File: src/rtl/dds_pkg.sv
// Shared definitions for the DDS waveform stage.
// Holds the fixed data-path widths, the waveform select encoding,
// the offset-binary midscale value and the pipeline latency.
package dds_pkg;

    localparam int unsigned AW        = 8;   // phase address width
    localparam int unsigned DW        = 8;   // sample width, offset binary
    localparam int unsigned LUT_DEPTH = 64;  // quarter-wave sine entries
    localparam int unsigned WAVE_LAT  = 3;   // addr_vld -> sample_vld, cycles

    localparam logic [DW-1:0] MIDSCALE = DW'(128);

    typedef enum logic [1:0] {
        WAVE_SINE = 2'd0,
        WAVE_TRI  = 2'd1,
        WAVE_SAW  = 2'd2,
        WAVE_SQR  = 2'd3
    } wave_e;

endpackage

File: src/rtl/dds_wave_gen_if.sv
// Bus between the phase accumulator / DAC driver side and the waveform stage.
//   addr_in, addr_vld : phase address stream from the accumulator
//   wave_sel, amp     : requested waveform and amplitude (gain amp/256)
//   sample_out/_vld   : scaled offset-binary sample towards the DAC driver
//   wave_cur          : waveform currently being applied
// master drives the request side, slave is the waveform generator.
interface dds_wave_gen_if;
    import dds_pkg::*;

    logic [AW-1:0] addr_in;
    logic          addr_vld;
    logic [1:0]    wave_sel;
    logic [7:0]    amp;
    logic [DW-1:0] sample_out;
    logic          sample_vld;
    logic [1:0]    wave_cur;

    modport master (
        output addr_in, addr_vld, wave_sel, amp,
        input  sample_out, sample_vld, wave_cur
    );

    modport slave (
        input  addr_in, addr_vld, wave_sel, amp,
        output sample_out, sample_vld, wave_cur
    );

endinterface

File: src/rtl/dds_sine_qlut.sv
// Quarter-wave sine ROM, combinational.
//   idx_i : quarter-wave index 0..63
//   mag_o : round(127*sin(pi/2*(idx+0.5)/64)), 7-bit magnitude
// The half-LSB offset keeps the table symmetric so mirroring the index
// for the second quarter needs no correction term.
module dds_sine_qlut
    import dds_pkg::*;
(
    input  logic [$clog2(LUT_DEPTH)-1:0] idx_i,
    output logic [6:0]                   mag_o
);

    always_comb begin
        mag_o = 7'd0;
        case (idx_i)
            6'd0:  mag_o = 7'd2;   6'd1:  mag_o = 7'd5;   6'd2:  mag_o = 7'd8;   6'd3:  mag_o = 7'd11;
            6'd4:  mag_o = 7'd14;  6'd5:  mag_o = 7'd17;  6'd6:  mag_o = 7'd20;  6'd7:  mag_o = 7'd23;
            6'd8:  mag_o = 7'd26;  6'd9:  mag_o = 7'd29;  6'd10: mag_o = 7'd32;  6'd11: mag_o = 7'd35;
            6'd12: mag_o = 7'd38;  6'd13: mag_o = 7'd41;  6'd14: mag_o = 7'd44;  6'd15: mag_o = 7'd47;
            6'd16: mag_o = 7'd50;  6'd17: mag_o = 7'd53;  6'd18: mag_o = 7'd56;  6'd19: mag_o = 7'd58;
            6'd20: mag_o = 7'd61;  6'd21: mag_o = 7'd64;  6'd22: mag_o = 7'd67;  6'd23: mag_o = 7'd69;
            6'd24: mag_o = 7'd72;  6'd25: mag_o = 7'd74;  6'd26: mag_o = 7'd77;  6'd27: mag_o = 7'd79;
            6'd28: mag_o = 7'd82;  6'd29: mag_o = 7'd84;  6'd30: mag_o = 7'd86;  6'd31: mag_o = 7'd89;
            6'd32: mag_o = 7'd91;  6'd33: mag_o = 7'd93;  6'd34: mag_o = 7'd95;  6'd35: mag_o = 7'd97;
            6'd36: mag_o = 7'd99;  6'd37: mag_o = 7'd101; 6'd38: mag_o = 7'd103; 6'd39: mag_o = 7'd105;
            6'd40: mag_o = 7'd106; 6'd41: mag_o = 7'd108; 6'd42: mag_o = 7'd110; 6'd43: mag_o = 7'd111;
            6'd44: mag_o = 7'd113; 6'd45: mag_o = 7'd114; 6'd46: mag_o = 7'd115; 6'd47: mag_o = 7'd117;
            6'd48: mag_o = 7'd118; 6'd49: mag_o = 7'd119; 6'd50: mag_o = 7'd120; 6'd51: mag_o = 7'd121;
            6'd52: mag_o = 7'd122; 6'd53: mag_o = 7'd123; 6'd54: mag_o = 7'd124; 6'd55: mag_o = 7'd124;
            6'd56: mag_o = 7'd125; 6'd57: mag_o = 7'd125; 6'd58: mag_o = 7'd126; 6'd59: mag_o = 7'd126;
            6'd60: mag_o = 7'd127; 6'd61: mag_o = 7'd127; 6'd62: mag_o = 7'd127; 6'd63: mag_o = 7'd127;
            default: mag_o = 7'd0;
        endcase
    end

endmodule

File: src/rtl/dds_wave_gen.sv
// DDS waveform stage: turns the 8-bit phase address stream into a sine,
// triangle, sawtooth or square sample, scaled by amp/256, offset binary.
//   clk : system clock
//   rst : synchronous reset, active-high; flushes the pipeline
//   bus : dds_wave_gen_if slave (address stream in, samples out)
// Three register stages: address/waveform capture, raw sample, scaling.
// A waveform request is only adopted at a phase wrap (or the first valid
// address after reset) so a period is never built from two waveforms.
module dds_wave_gen
    import dds_pkg::*;
(
    input logic           clk,
    input logic           rst,
    dds_wave_gen_if.slave bus
);

    // Stage 1: address register and waveform switch-over
    logic          s1_vld_q;
    logic [AW-1:0] s1_addr_q;
    wave_e         wave_cur_q;
    logic          prev_msb_q;
    logic          seen_q;
    logic          wrap;

    // prev_msb_q only advances on valid cycles, so idle gaps cannot fake a wrap
    assign wrap = prev_msb_q & ~bus.addr_in[AW-1];

    always_ff @(posedge clk) begin
        if (rst) begin
            s1_vld_q   <= 1'b0;
            s1_addr_q  <= '0;
            wave_cur_q <= WAVE_SINE;
            prev_msb_q <= 1'b0;
            seen_q     <= 1'b0;
        end else begin
            s1_vld_q <= bus.addr_vld;
            if (bus.addr_vld) begin
                s1_addr_q  <= bus.addr_in;
                prev_msb_q <= bus.addr_in[AW-1];
                seen_q     <= 1'b1;
                if (wrap || !seen_q) begin
                    wave_cur_q <= wave_e'(bus.wave_sel);
                end
            end
        end
    end

    assign bus.wave_cur = wave_cur_q;

    // Stage 2: raw waveform sample
    logic [5:0]    sine_idx;
    logic [6:0]    sine_mag;
    logic [DW-1:0] raw_d;
    logic          s2_vld_q;
    logic [DW-1:0] s2_raw_q;
    logic [7:0]    s2_amp_q;

    // Second and fourth quarters read the table mirrored
    assign sine_idx = s1_addr_q[6] ? ~s1_addr_q[5:0] : s1_addr_q[5:0];

    dds_sine_qlut u_sine_qlut (
        .idx_i (sine_idx),
        .mag_o (sine_mag)
    );

    always_comb begin
        raw_d = MIDSCALE;
        case (wave_cur_q)
            WAVE_SINE: raw_d = s1_addr_q[7] ? (8'd127 - {1'b0, sine_mag})
                                            : (MIDSCALE + {1'b0, sine_mag});
            WAVE_TRI:  raw_d = s1_addr_q[7] ? ~{s1_addr_q[6:0], 1'b0}
                                            : {s1_addr_q[6:0], 1'b0};
            WAVE_SAW:  raw_d = s1_addr_q;
            WAVE_SQR:  raw_d = s1_addr_q[7] ? 8'd0 : 8'd255;
            default:   raw_d = MIDSCALE;
        endcase
    end

    always_ff @(posedge clk) begin
        if (rst) begin
            s2_vld_q <= 1'b0;
            s2_raw_q <= MIDSCALE;
            s2_amp_q <= '0;
        end else begin
            s2_vld_q <= s1_vld_q;
            if (s1_vld_q) begin
                s2_raw_q <= raw_d;
                s2_amp_q <= bus.amp;
            end
        end
    end

    // Stage 3: scale around midscale
    logic signed [8:0]  centred;
    logic signed [17:0] prod;
    logic [DW-1:0]      sample_d;
    logic [DW-1:0]      sample_q;
    logic               sample_vld_q;
    logic               unused_prod;

    assign centred = $signed({1'b0, s2_raw_q}) - 9'sd128;
    assign prod    = 18'(centred) * $signed({10'd0, s2_amp_q});
    // prod >>> 8 lies in -128..126, so its low byte plus 128 (mod 256) is the
    // offset-binary result; dropping prod[7:0] is the floor shift
    assign sample_d    = prod[15:8] + MIDSCALE;
    assign unused_prod = ^{prod[17:16], prod[7:0]};

    always_ff @(posedge clk) begin
        if (rst) begin
            sample_vld_q <= 1'b0;
            sample_q     <= MIDSCALE;
        end else begin
            sample_vld_q <= s2_vld_q;
            if (s2_vld_q) begin
                sample_q <= sample_d;
            end
        end
    end

    assign bus.sample_out = sample_q;
    assign bus.sample_vld = sample_vld_q;

endmodule

File: src/flat_wrapper.sv
// flat-port wrapper written by rule: the top's interface ports become plain ports
module dds_wave_gen_flat import dds_pkg::*;
  (clk, rst, bus_addr_in, bus_addr_vld, bus_wave_sel, bus_amp, bus_sample_out, bus_sample_vld, bus_wave_cur);
  dds_wave_gen_if bus_i ();
  input logic clk;
  input logic rst;
  input wire logic [$bits(bus_i.addr_in)-1:0] bus_addr_in;
  input wire logic [$bits(bus_i.addr_vld)-1:0] bus_addr_vld;
  input wire logic [$bits(bus_i.wave_sel)-1:0] bus_wave_sel;
  input wire logic [$bits(bus_i.amp)-1:0] bus_amp;
  output wire logic [$bits(bus_i.sample_out)-1:0] bus_sample_out;
  output wire logic [$bits(bus_i.sample_vld)-1:0] bus_sample_vld;
  output wire logic [$bits(bus_i.wave_cur)-1:0] bus_wave_cur;
  assign bus_i.addr_in = bus_addr_in;
  assign bus_i.addr_vld = bus_addr_vld;
  assign bus_i.wave_sel = bus_wave_sel;
  assign bus_i.amp = bus_amp;
  assign bus_sample_out = bus_i.sample_out;
  assign bus_sample_vld = bus_i.sample_vld;
  assign bus_wave_cur = bus_i.wave_cur;
  dds_wave_gen u_core (.clk(clk), .rst(rst), .bus(bus_i));
endmodule
File: config.mk
export PLATFORM = sky130hd
export DESIGN_NAME = dds_wave_gen_flat
export DESIGN_NICKNAME = d
export VERILOG_FILES = /design/src/rtl/dds_pkg.sv /design/src/rtl/dds_wave_gen_if.sv /design/src/rtl/dds_sine_qlut.sv /design/src/rtl/dds_wave_gen.sv /design/src/flat_wrapper.sv
export SDC_FILE = /design/constraint.sdc
export NUM_CORES = 1
export LEC_CHECK = 0
export ABC_AREA = 1
export CORE_ASPECT_RATIO = 0.6
export CORE_UTILIZATION = 40
export DETAILED_ROUTE_END_ITERATION = 12
export GPL_ROUTABILITY_DRIVEN = 0
export PLACE_DENSITY_LB_ADDON = 0.08
export SYNTH_ARGS = -nofsm -noshare
export SYNTH_HDL_FRONTEND = slang
export SYNTH_SLANG_ARGS = --single-unit
File: constraint.sdc
create_clock -name clk -period 7.78 [get_ports clk]
set_input_delay 1.556 -clock clk [delete_from_list [all_inputs] [get_ports clk]]
set_output_delay 1.556 -clock clk [all_outputs]
set_load 0.1 [all_outputs]
==> run summary, run 1 <==
clock latency at the later pin of the worst-skew pair - 0.29 ns
mux cell area share after synthesis - 0%
commonest cells after routing, fill and taps aside - nand2_1, inv_1, nor2_1
Final setup viols - 0
final std cells w/o fill - 871
Initial DRC Count - 280
vias in the first global route - 4010
Area growth syn-to-layout - 10.5%
Hold Path Class - flop to flop
GR Util All Layers - 22.0%
Detailed Routing Iterations Pass 1 - 5
Fin Setup TNS - 0 ns
Compound-Gate Fraction of Synth Area - 10.5%
antenna fix cells - 0
first-pass GRT wire length - 21200 µm
DRC - 0
Tmin final - 4.54 ns
Synth Instances - 701
Post-Syn Area per Cell - 6.93 µm²
final net count - 819
die area - 12600 µm²
Die H - 87.3 µm
CTS sink cnt - 38
Post-DRT Antenna Nets - 0
Worst setup EP type - flop
status - completed
routed len/inst - 14.1 µm
Max VDD drop - 0.108 mV
CP arrival - 4.74 ns
Vias/cell - 4.90
H-Tree Level Count - 2
area of the multi-input gates - 3370 µm²
number of hold buffers added after CTS - 0
Critical Path Source - u_core.s2_raw_q[7]$_SDFFE_PP1P_
Setup Crit Path Kind - flop to flop
Syn Std Cell Area - 4850 µm²
DR vias - 4265
register area - 761 µm²
Post-CTS Resized - 0
worst slew pin tran - 0.991 ns
CTS Buf Count - 5
commonest non-fill, non-tap cell in the layout - nand2_1
Core Box Area - 11600 µm²
PwrDens - 134 nW/µm²
Die Width - 144 µm
share of cells above drive strength 1 - 4.22%
xor and xnor area share after synthesis - 3.61%
Clock Tree Buf Depth - 2
setup bufs post-CTS - 0
Post-Synth Adder-Cell Area - 30.4%
r2r startpoint - u_core.s2_raw_q[7]$_SDFFE_PP1P_
Worst-path clk slew - 0.06 ns
HPWL after DPL - 10100 µm
Worst Min Path Start - u_core.seen_q$_SDFFE_PP0P_
Seq/Total Area, Yosys - 15.7%
antenna violations before repair - 0
combinational family with the most area after synthesis - adder cells
Ports - 32
fmax - 0.220 GHz
grt ovf - 0
CP startpoint kind - flop
I/O Buffers - 31
total power - 0.720 mW
Worst Clk Skew - 0.00630 ns
simple-gate share of the synthesized area - 24.8%
hold slack - 0.464 ns
RSZ-0062 raised after global routing - false
post-synthesis net count - 810
Root Buffer - clkbuf_16
Slew HR - 33.8%
Starting Density - 42.0%
Max Slew Vio Count - 0
worst path required time - 7.97 ns
Routed Wire Length - 12300 µm
Final period util - 58.4%
flops & latches, synth - 38
Yosys warnings - 0
CTS tree - yes
Rows - 30
final core utilization - 46.4%
Max Cap Viol - 0
Fin. Hold Viols - 0
largest net degree at the start of global routing - 29
Filler Cells Inserted - 1227
Lkg Pwr - 2.91 nW
Distinct cells, synth - 39
Placed Cells - 863
CP Max Fanout - 9
[metrics by stage]
| step | setup WS, ns | instance area (µm²) |
|---|---|---|
| after global placement | 3.39 | 5220 |
| after global routing | 2.90 | 5370 |
| after floorplan | 3.68 | 4850 |
| after CTS | 3.30 | 5370 |
| after detailed placement | 3.32 | 5220 |
| final | 3.24 | 5370 |
[sequential cells by signal, indices dropped and copies added, names as in the netlist, 2 cells and up]
| register | count |
|---|---|
| u_core.bus.sample_out | 8 |
| u_core.bus.wave_cur | 2 |
| u_core.s1_addr_q | 7 |
| u_core.s2_amp_q | 8 |
| u_core.s2_raw_q | 8 |
[cells in the mapped netlist, drive strengths merged]
cell / number / area share (%)
a211oi: 2 / 0.31
a21oi: 36 / 3.9
a22oi: 1 / 0.15
a31oi: 1 / 0.13
buf: 10 / 1.6
clkbuf: 19 / 1.5
clkinv: 2 / 0.15
dfxtp: 38 / 16
fa: 50 / 21
ha: 38 / 9.8
inv: 152 / 12
nand2: 175 / 14
nand3: 48 / 5.4
nand3b: 1 / 0.15
nand4: 2 / 0.26
nor2: 55 / 4.4
nor3: 2 / 0.21
nor4b: 1 / 0.18
o211ai: 1 / 0.15
o21a: 1 / 0.15
o21ai: 38 / 4.0
o21bai: 4 / 0.62
o221ai: 6 / 1.1
or2: 1 / 0.13
xnor2: 13 / 2.9
xor2: 4 / 0.72
[area by class of cell]
type                       count  area share [%]
tap                          160            3.73
sequential                    38            14.2
inverter                     154            10.8
clock buffer                   6            2.59
multi-input combinational    480            62.7
clock inverter                 2           0.233
timing repair buffer          31            5.78
[metal layers]
layer | global-route usage [%] | part of all wire, % | vias up
li1 | - | - | 2146
met1 | 37.2 | 58 | 1969
met2 | 26.5 | 33 | 142
met3 | 6.10 | 8.9 | 8
met4 | 2.39 | 0.37 | 0
met5 | 0 | 0 | -
[report_power, final]
| group | switching [mW] | internal, mW | total, mW |
|---|---|---|---|
| Combinational | 0.179 | 0.0963 | 0.275 |
| Sequential | 0.0272 | 0.208 | 0.235 |
| Clock | 0.0836 | 0.127 | 0.210 |
| Total | 0.289 | 0.431 | 0.720 |
[worst max-delay path, stage by stage, from the launching register on]
cell	delay, ns
dfxtp_1	0.31
clkinv_1	0.20
nand2_1	0.27
inv_1	0.09
fa_1	0.55
fa_1	0.44
fa_1	0.49
inv_1	0.06
fa_1	0.55
inv_1	0.05
ha_1	0.35
a21oi_1	0.31
o21ai_0	0.17
a211oi_1	0.30
nand2_1	0.09
nand2_1	0.06
nand3_1	0.07
nand2_1	0.08
inv_1	0.04
[path summary, 6_finish.rpt]
path / to / slack [ns] / depth (start not counted)
max: u_core.bus.sample_out[5]$_SDFFE_PP0P_ / 3.24 / 18
min: u_core.seen_q$_SDFFE_PP0P_ / 0.46 / 2
max reg2reg: u_core.bus.sample_out[5]$_SDFFE_PP0P_ / 3.24 / 18
min reg2reg: u_core.seen_q$_SDFFE_PP0P_ / 0.46 / 2
[logic make-up after synthesis]
group | count (synthesis)
AND/OR/NAND/NOR | 285
buffers and inverters | 183
AO/OA/AOI/OAI | 90
adder cells (fa/ha/maj) | 88
flip-flops | 38
XOR/XNOR | 17
(Power assumes the default switching activity.)
==> inputs of run 2 (changes only) <==
==> constraint.sdc (replaced) <==
create_clock -name clk -period 4.6 [get_ports clk]
set_input_delay 0.92 -clock clk [delete_from_list [all_inputs] [get_ports clk]]
set_output_delay 0.92 -clock clk [all_outputs]
set_load 0.1 [all_outputs]
==> run 2 against run 1 <==
  * Sequential power is 69% higher
  * Final area rose by 2.0%
  * Sequential cell count unchanged
  * Cell count is 0.46% higher
  * Via count decreased by 0.26%
  * First-iteration DRC count rose by 17%
  * Core utilization up 0.91 points
  * Count of clock-buffer cells in the layout shrank 1
  * Worst hold slack improved by 0.0065 ns
  * Combinational power increased by 72%
  * Setup slack lost 3.0 ns
  * Critical path type unchanged
  * Highest routed layer unchanged
==> run summary, run 2 (synthesized netlist as in run 1, its figures left out) <==
status - completed (unchanged)
Switching Fraction - 37.4% (was 40.2%)
fmax - 0.230 GHz (was 0.220 GHz)
Final setup viols - 0 (unchanged)
CP arrival - 4.53 ns (was 4.74 ns)
CP max stage delay - 0.56 ns (was 0.55 ns)
Initial DRC Count - 328 (was 280)
Filler Cells Inserted - 1178 (was 1227)
PwrDens - 242 nW/µm² (was 134 nW/µm²)
CP cell instances - clkinvlp_4, nand2_1, fa_1, fa_1, inv_1, fa_1, inv_1, fa_1, inv_1, ha_1, inv_1, o21bai_2, a21oi_1, o21bai_1, a21oi_1, nand2_1, nand2_1, nand3_1, nand2_1 (was clkinv_1, nand2_1, inv_1, fa_1, fa_1, fa_1, inv_1, fa_1, inv_1, ha_1, a21oi_1, o21ai_0, a211oi_1, nand2_1, nand2_1, nand3_1, nand2_1, inv_1)
first-pass GRT wire length - 21900 µm (was 21200 µm)
combinational fraction of design power - 35.7% (was 38.2%)
CP startpoint kind - flop (unchanged)
final net count - 823 (was 819)
I/O Buffers - 31 (unchanged)
clock latency at the later pin of the worst-skew pair - 0.29 ns (about the same)
die area - 12600 µm² (unchanged)
Flop pwr share - 29.9% (was 32.6%)
routed len/inst - 14.4 µm (was 14.1 µm)
Tmin final - 4.36 ns (was 4.54 ns)
Max VDD drop - 0.177 mV (was 0.108 mV)
GR Util All Layers - 22.6% (was 22.0%)
Max Slew Vio Count - 0 (unchanged)
internal cell power - 0.829 mW (was 0.431 mW)
DR vias - 4254 (was 4265)
Reg2Reg Setup Slack - 0.24 ns (was 3.24 ns)
Starting Density - 42.0% (unchanged)
Lkg Pwr - 2.98 nW (was 2.91 nW)
HPWL after DPL - 10400 µm (was 10100 µm)
Area growth syn-to-layout - 12.7% (was 10.5%)
antenna fix cells - 0 (unchanged)
Clk network pwr share - 34.4% (was 29.2%)
DRC - 0 (unchanged)
worst path required time - 4.78 ns (was 7.97 ns)
Setup Crit Path Kind - flop to flop (unchanged)
largest net degree at the start of global routing - 29 (unchanged)
Worst setup EP type - flop (unchanged)
vias in the first global route - 4222 (was 4010)
CTS tree - yes (unchanged)
Die H - 87.3 µm (unchanged)
Root Buffer - clkbuf_16 (unchanged)
share of cells above drive strength 1 - 6.15% (was 4.22%)
Sw Pwr - 0.495 mW (was 0.289 mW)
Slew HR - 33.5% (was 33.8%)
Worst Clk Skew - 0.00550 ns (was 0.00630 ns)
Worst-path clk slew - 0.06 ns (about the same)
commonest non-fill, non-tap cell in the layout - nand2_1 (unchanged)
Rows - 30 (unchanged)
dpl ws - 0.109 ns (was 3.32 ns)
hold slack - 0.470 ns (was 0.464 ns)
CTS sink cnt - 38 (unchanged)
Die Width - 144 µm (unchanged)
Routed Wire Length - 12600 µm (was 12300 µm)
antenna violations before repair - 0 (unchanged)
Vias/cell - 4.86 (was 4.90)
Post-DRT Antenna Nets - 0 (unchanged)
Max Cap Viol - 0 (unchanged)
CP Max Fanout - 9 (unchanged)
Hold Path Class - flop to flop (unchanged)
Core Box Area - 11600 µm² (unchanged)
CTS Buf Count - 5 (unchanged)
number of hold buffers added after CTS - 0 (unchanged)
Detailed Routing Iterations Pass 1 - 5 (unchanged)
worst slew pin tran - 0.994 ns (was 0.991 ns)
slowest cell on the critical path - fa_1 (unchanged)
Ports - 32 (unchanged)
commonest cells after routing, fill and taps aside - nand2_1, inv_1, nor2_1 (unchanged)
Final period util - 94.7% (was 58.4%)
Crit path max-delay family - adder cells (unchanged)
Clock Tree Buf Depth - 2 (unchanged)
PnR worst setup slack - 0.245 ns (was 3.24 ns)
grt ovf - 0 (unchanged)
H-Tree Level Count - 2 (unchanged)
Fin. Hold Viols - 0 (unchanged)
Worst Path Buf+Inv - 5 (unchanged)
-- run 2: worst register-to-register path: stages (launching register included) --
cell and delay [ns]:
dfxtp_1 0.37, clkinvlp_4 0.21, nand2_1 0.16, fa_1 0.53, fa_1 0.56, inv_1 0.07, fa_1 0.56, inv_1 0.07
fa_1 0.53, inv_1 0.04, ha_1 0.33, inv_1 0.08, o21bai_2 0.20, a21oi_1 0.09, o21bai_1 0.13, a21oi_1 0.07
nand2_1 0.08, nand2_1 0.04, nand3_1 0.09, nand2_1 0.05
-- run 2: through the flow --
stage | TNS [ns] | util, % | cells | total power, mW | instance area (µm²)
6_report | 0 | 47.3 | 875 | 1.32 | 5470
5_1_grt | -0.0180 | 47.3 | 875 | 1.41 | 5470
4_1_cts | 0 | 47.0 | 875 | 1.32 | 5440
3_5_place_dp | 0 | 45.4 | 867 | 0.864 | 5250
3_3_place_gp | 0 | 45.4 | 867 | 0.861 | 5250
2_1_floorplan | 0 | - | 701 | 0.747 | 4850
-- run 2: final cells by class --
type,count,area (µm²),share of cell area (%)
well taps,160,200,3.66
repair buffers,35,340,6.22
clock buffers,5,125,2.29
clock inverters,3,68.8,1.26
flip-flops and latches,38,764,14.0
inverters,154,582,10.6
multi-input cells,480,3390,62.0
-- run 2: metal layers --
layer	part of all wire, %	GRT usage (%)	up-vias
met3	8.5	5.94	6
met4	0.46	2.68	0
li1	-	-	2156
met2	34	28.8	152
met1	57	37.2	1940
met5	0	0	-
-- run 2: power by group through the flow --
| stage | clock network (mW) | logic (mW) | registers [mW] |
|---|---|---|---|
| finish | 0.455 | 0.473 | 0.396 |
| global route | 0.475 | 0.537 | 0.400 |
| CTS | 0.462 | 0.468 | 0.394 |
| detailed placement | 0 | 0.463 | 0.401 |
| global placement | 0 | 0.461 | 0.400 |
| floorplan | 0 | 0.338 | 0.409 |
-- run 2: path summary, 6_finish.rpt --
path / end / cells after the start / start
worst min-delay path: u_core.seen_q$_SDFFE_PP0P_ / 2 / u_core.seen_q$_SDFFE_PP0P_
worst min register to register: u_core.seen_q$_SDFFE_PP0P_ / 2 / u_core.seen_q$_SDFFE_PP0P_
worst max register to register: u_core.bus.sample_out[7]$_SDFFE_PP1P_ / 19 / u_core.s2_raw_q[7]$_SDFFE_PP1P_
worst max-delay path: u_core.bus.sample_out[7]$_SDFFE_PP1P_ / 19 / u_core.s2_raw_q[7]$_SDFFE_PP1P_
-- run 2: what timing repair did --
action | in CTS | in global routing
buffers inserted | 0 | 0
endpoints found under the setup margin | 0 | 5
gates resized for setup | 0 | 11
==> inputs of run 3 (changes only) <==
--- a/config.mk
+++ b/config.mk
@@ -9,7 +9,6 @@
 export CORE_ASPECT_RATIO = 0.6
 export CORE_UTILIZATION = 40
 export DETAILED_ROUTE_END_ITERATION = 12
-export GPL_ROUTABILITY_DRIVEN = 0
 export PLACE_DENSITY_LB_ADDON = 0.08
 export SYNTH_ARGS = -nofsm -noshare
 export SYNTH_HDL_FRONTEND = slang
==> run 3 against run 2 <==
  * Global-route usage decreased by 0.58 points
  * First-iteration DRC count fell by 4.6%
  * Clock power decreased by 23%
  * Clock skew shrank 0.00073 ns
  * Critical endpoint unchanged
  * Critical path type unchanged
  * Final area fell by 0.94%
  * Largest power group unchanged
  * Setup slack improved by 0.0075 ns
  * Wire length down 0.39%
  * Non-clock buffer count unchanged
  * Power is 7.8% lower
  * Sequential power about the same
==> run summary, run 3 (synthesized netlist as in run 1, its figures left out) <==
status - completed (unchanged)
Worst-path clk slew - 0.06 ns (about the same)
routed len/inst - 14.4 µm (about the same)
Area after DPL - 5250 µm² (unchanged)
worst path required time - 4.78 ns (about the same)
worst slew pin tran - 0.985 ns (was 0.994 ns)
Max Cap Viol - 0 (unchanged)
CTS Buf Count - 5 (unchanged)
Worst Path Buf+Inv - 5 (unchanged)
global placement routability congestion - 0.925
vias in the first global route - 4135 (was 4222)
Die H - 87.3 µm (unchanged)
setup bufs post-CTS - 0 (unchanged)
CTS sink cnt - 38 (unchanged)
CTS tree - yes (unchanged)
final core utilization - 46.9% (was 47.3%)
number of hold buffers added after CTS - 0 (unchanged)
final std cells w/o fill - 875 (unchanged)
DR vias - 4277 (was 4254)
Reg2Reg Setup Slack - 0.25 ns (was 0.24 ns)
RSZ-0062 raised after global routing - true
register area - 764 µm² (unchanged)
Hold Path Class - flop to flop (unchanged)
Initial DRC Count - 313 (was 328)
grt ovf - 0 (unchanged)
first-pass GRT wire length - 21200 µm (was 21900 µm)
Core Box Area - 11600 µm² (unchanged)
GR Util All Layers - 22.1% (was 22.6%)
Tmin final - 4.35 ns (was 4.36 ns)
Final period util - 94.5% (was 94.7%)
r2r startpoint - u_core.s2_raw_q[7]$_SDFFE_PP1P_ (unchanged)
Vias/cell - 4.89 (was 4.86)
DRC - 0 (unchanged)
CP max stage delay - 0.55 ns (was 0.56 ns)
Routed Wire Length - 12600 µm (about the same)
Die Width - 144 µm (unchanged)
largest net degree at the start of global routing - 29 (unchanged)
Lkg Pwr - 2.94 nW (was 2.98 nW)
Final setup viols - 0 (unchanged)
CP arrival - 4.53 ns (about the same)
antenna fix cells - 0 (unchanged)
I/O Buffers - 31 (unchanged)
CP cell instances - clkinvlp_4, nand2_1, fa_2, fa_1, inv_1, fa_1, inv_1, fa_1, inv_1, ha_1, inv_1, o21bai_1, a21oi_1, o21bai_1, a21oi_1, nand2_1, nand2_1, nand3_1, nand2_1 (was clkinvlp_4, nand2_1, fa_1, fa_1, inv_1, fa_1, inv_1, fa_1, inv_1, ha_1, inv_1, o21bai_2, a21oi_1, o21bai_1, a21oi_1, nand2_1, nand2_1, nand3_1, nand2_1)
cells on worst reg2reg path - 19 (unchanged)
HPWL after DPL - 10400 µm (about the same)
Root Buffer - clkbuf_16 (unchanged)
worst r2r dst - u_core.bus.sample_out[7]$_SDFFE_PP1P_ (unchanged)
CP startpoint kind - flop (unchanged)
Slew HR - 34.1% (was 33.5%)
Post-DRT Antenna Nets - 0 (unchanged)
Max VDD drop - 0.158 mV (was 0.177 mV)
Clock Tree Buf Depth - 2 (unchanged)
H-Tree Level Count - 2 (unchanged)
Worst Clk Skew - 0.00477 ns (was 0.00550 ns)
slowest cell on the critical path - fa_1 (unchanged)
antenna violations before repair - 0 (unchanged)
commonest cells after routing, fill and taps aside - nand2_1, inv_1, nor2_1 (unchanged)
area of the multi-input gates - 3380 µm² (was 3390 µm²)
fmax - 0.230 GHz (about the same)
final net count - 823 (unchanged)
Rows - 30 (unchanged)
Filler Cells Inserted - 1184 (was 1178)
Setup Crit Path Kind - flop to flop (unchanged)
PwrDens - 225 nW/µm² (was 242 nW/µm²)
Area growth syn-to-layout - 11.6% (was 12.7%)
Final Cell Area - 5420 µm² (was 5470 µm²)
die area - 12600 µm² (unchanged)
Crit path max-delay family - adder cells (unchanged)
CP Max Fanout - 9 (unchanged)
Detailed Routing Iterations Pass 1 - 5 (unchanged)
Worst Min Path Start - u_core.seen_q$_SDFFE_PP0P_ (unchanged)
hold path depth - 2 (unchanged)
Starting Density - 42.0% (unchanged)
Max Slew Vio Count - 0 (unchanged)
clock latency at the later pin of the worst-skew pair - 0.28 ns (was 0.29 ns)
commonest non-fill, non-tap cell in the layout - nand2_1 (unchanged)
Worst Hold End - u_core.seen_q$_SDFFE_PP0P_ (unchanged)
Fin. Hold Viols - 0 (unchanged)
share of cells above drive strength 1 - 6.01% (was 6.15%)
Fin Setup TNS - 0 ns (unchanged)
Worst setup EP type - flop (unchanged)
Ports - 32 (unchanged)
Placed Cells - 867 (unchanged)
==> run 3: layer usage <==
metal | global-route usage, % | wire, µm
met1 | 35.7 | 6950
met2 | 28.2 | 4390
met3 | 6.98 | 1210
met4 | 1.82 | 18
met5 | 0 | 0
==> run 3: final cells by class <==
| class | instances | share of cell area [%] |
|---|---|---|
| clock buffers | 6 | 2.56 |
| clock inverters | 2 | 0.231 |
| multi-input cells | 480 | 62.4 |
| inverters | 154 | 10.7 |
| repair buffers | 35 | 6.28 |
| flip-flops and latches | 38 | 14.1 |
| well taps | 160 | 3.69 |
==> run 3: tightest hold or removal path, cell delays in order (launching register included) <==
cell     delay [ns]
dfxtp_1        0.29
inv_1          0.07
a21oi_1        0.06
==> run 3: worst max path at each step <==
stage                                    start                                     to  cells after the start
4_1_cts        u_core.s2_amp_q[3]$_SDFFE_PP0P_  u_core.bus.sample_out[7]$_SDFFE_PP1P_                     18
3_3_place_gp   u_core.s2_amp_q[3]$_SDFFE_PP0P_  u_core.bus.sample_out[7]$_SDFFE_PP1P_                     18
5_1_grt        u_core.s2_raw_q[7]$_SDFFE_PP1P_  u_core.bus.sample_out[7]$_SDFFE_PP1P_                     19
3_5_place_dp   u_core.s2_amp_q[3]$_SDFFE_PP0P_  u_core.bus.sample_out[7]$_SDFFE_PP1P_                     18
6_report       u_core.s2_raw_q[7]$_SDFFE_PP1P_  u_core.bus.sample_out[7]$_SDFFE_PP1P_                     19
2_1_floorplan  u_core.s2_raw_q[7]$_SDFFE_PP1P_  u_core.bus.sample_out[5]$_SDFFE_PP0P_                     18
==> run 3: stage by stage <==
| stage | hold WS (ns) | power (mW) | setup slack (ns) |
|---|---|---|---|
| 6_report | 0.467 | 1.22 | 0.252 |
| 5_1_grt | 0.504 | 1.31 | -0.0291 |
| 4_1_cts | 0.468 | 1.22 | 0.0604 |
| 3_5_place_dp | 0.462 | 0.865 | 0.112 |
| 3_3_place_gp | 0.451 | 0.862 | 0.160 |
| 2_1_floorplan | 0.436 | 0.747 | 0.501 |
==> run 3: timing repair <==
item,in CTS,in global routing
hold endpoints to repair,0,0
gates resized for setup,0,9
setup endpoints to repair,0,4
==> run 3: power breakdown <==
| part | total (mW) | internal (mW) | switching [mW] |
|---|---|---|---|
| Sequential | 0.395 | 0.352 | 0.0435 |
| Clock | 0.351 | 0.214 | 0.136 |
| Combinational | 0.475 | 0.166 | 0.309 |
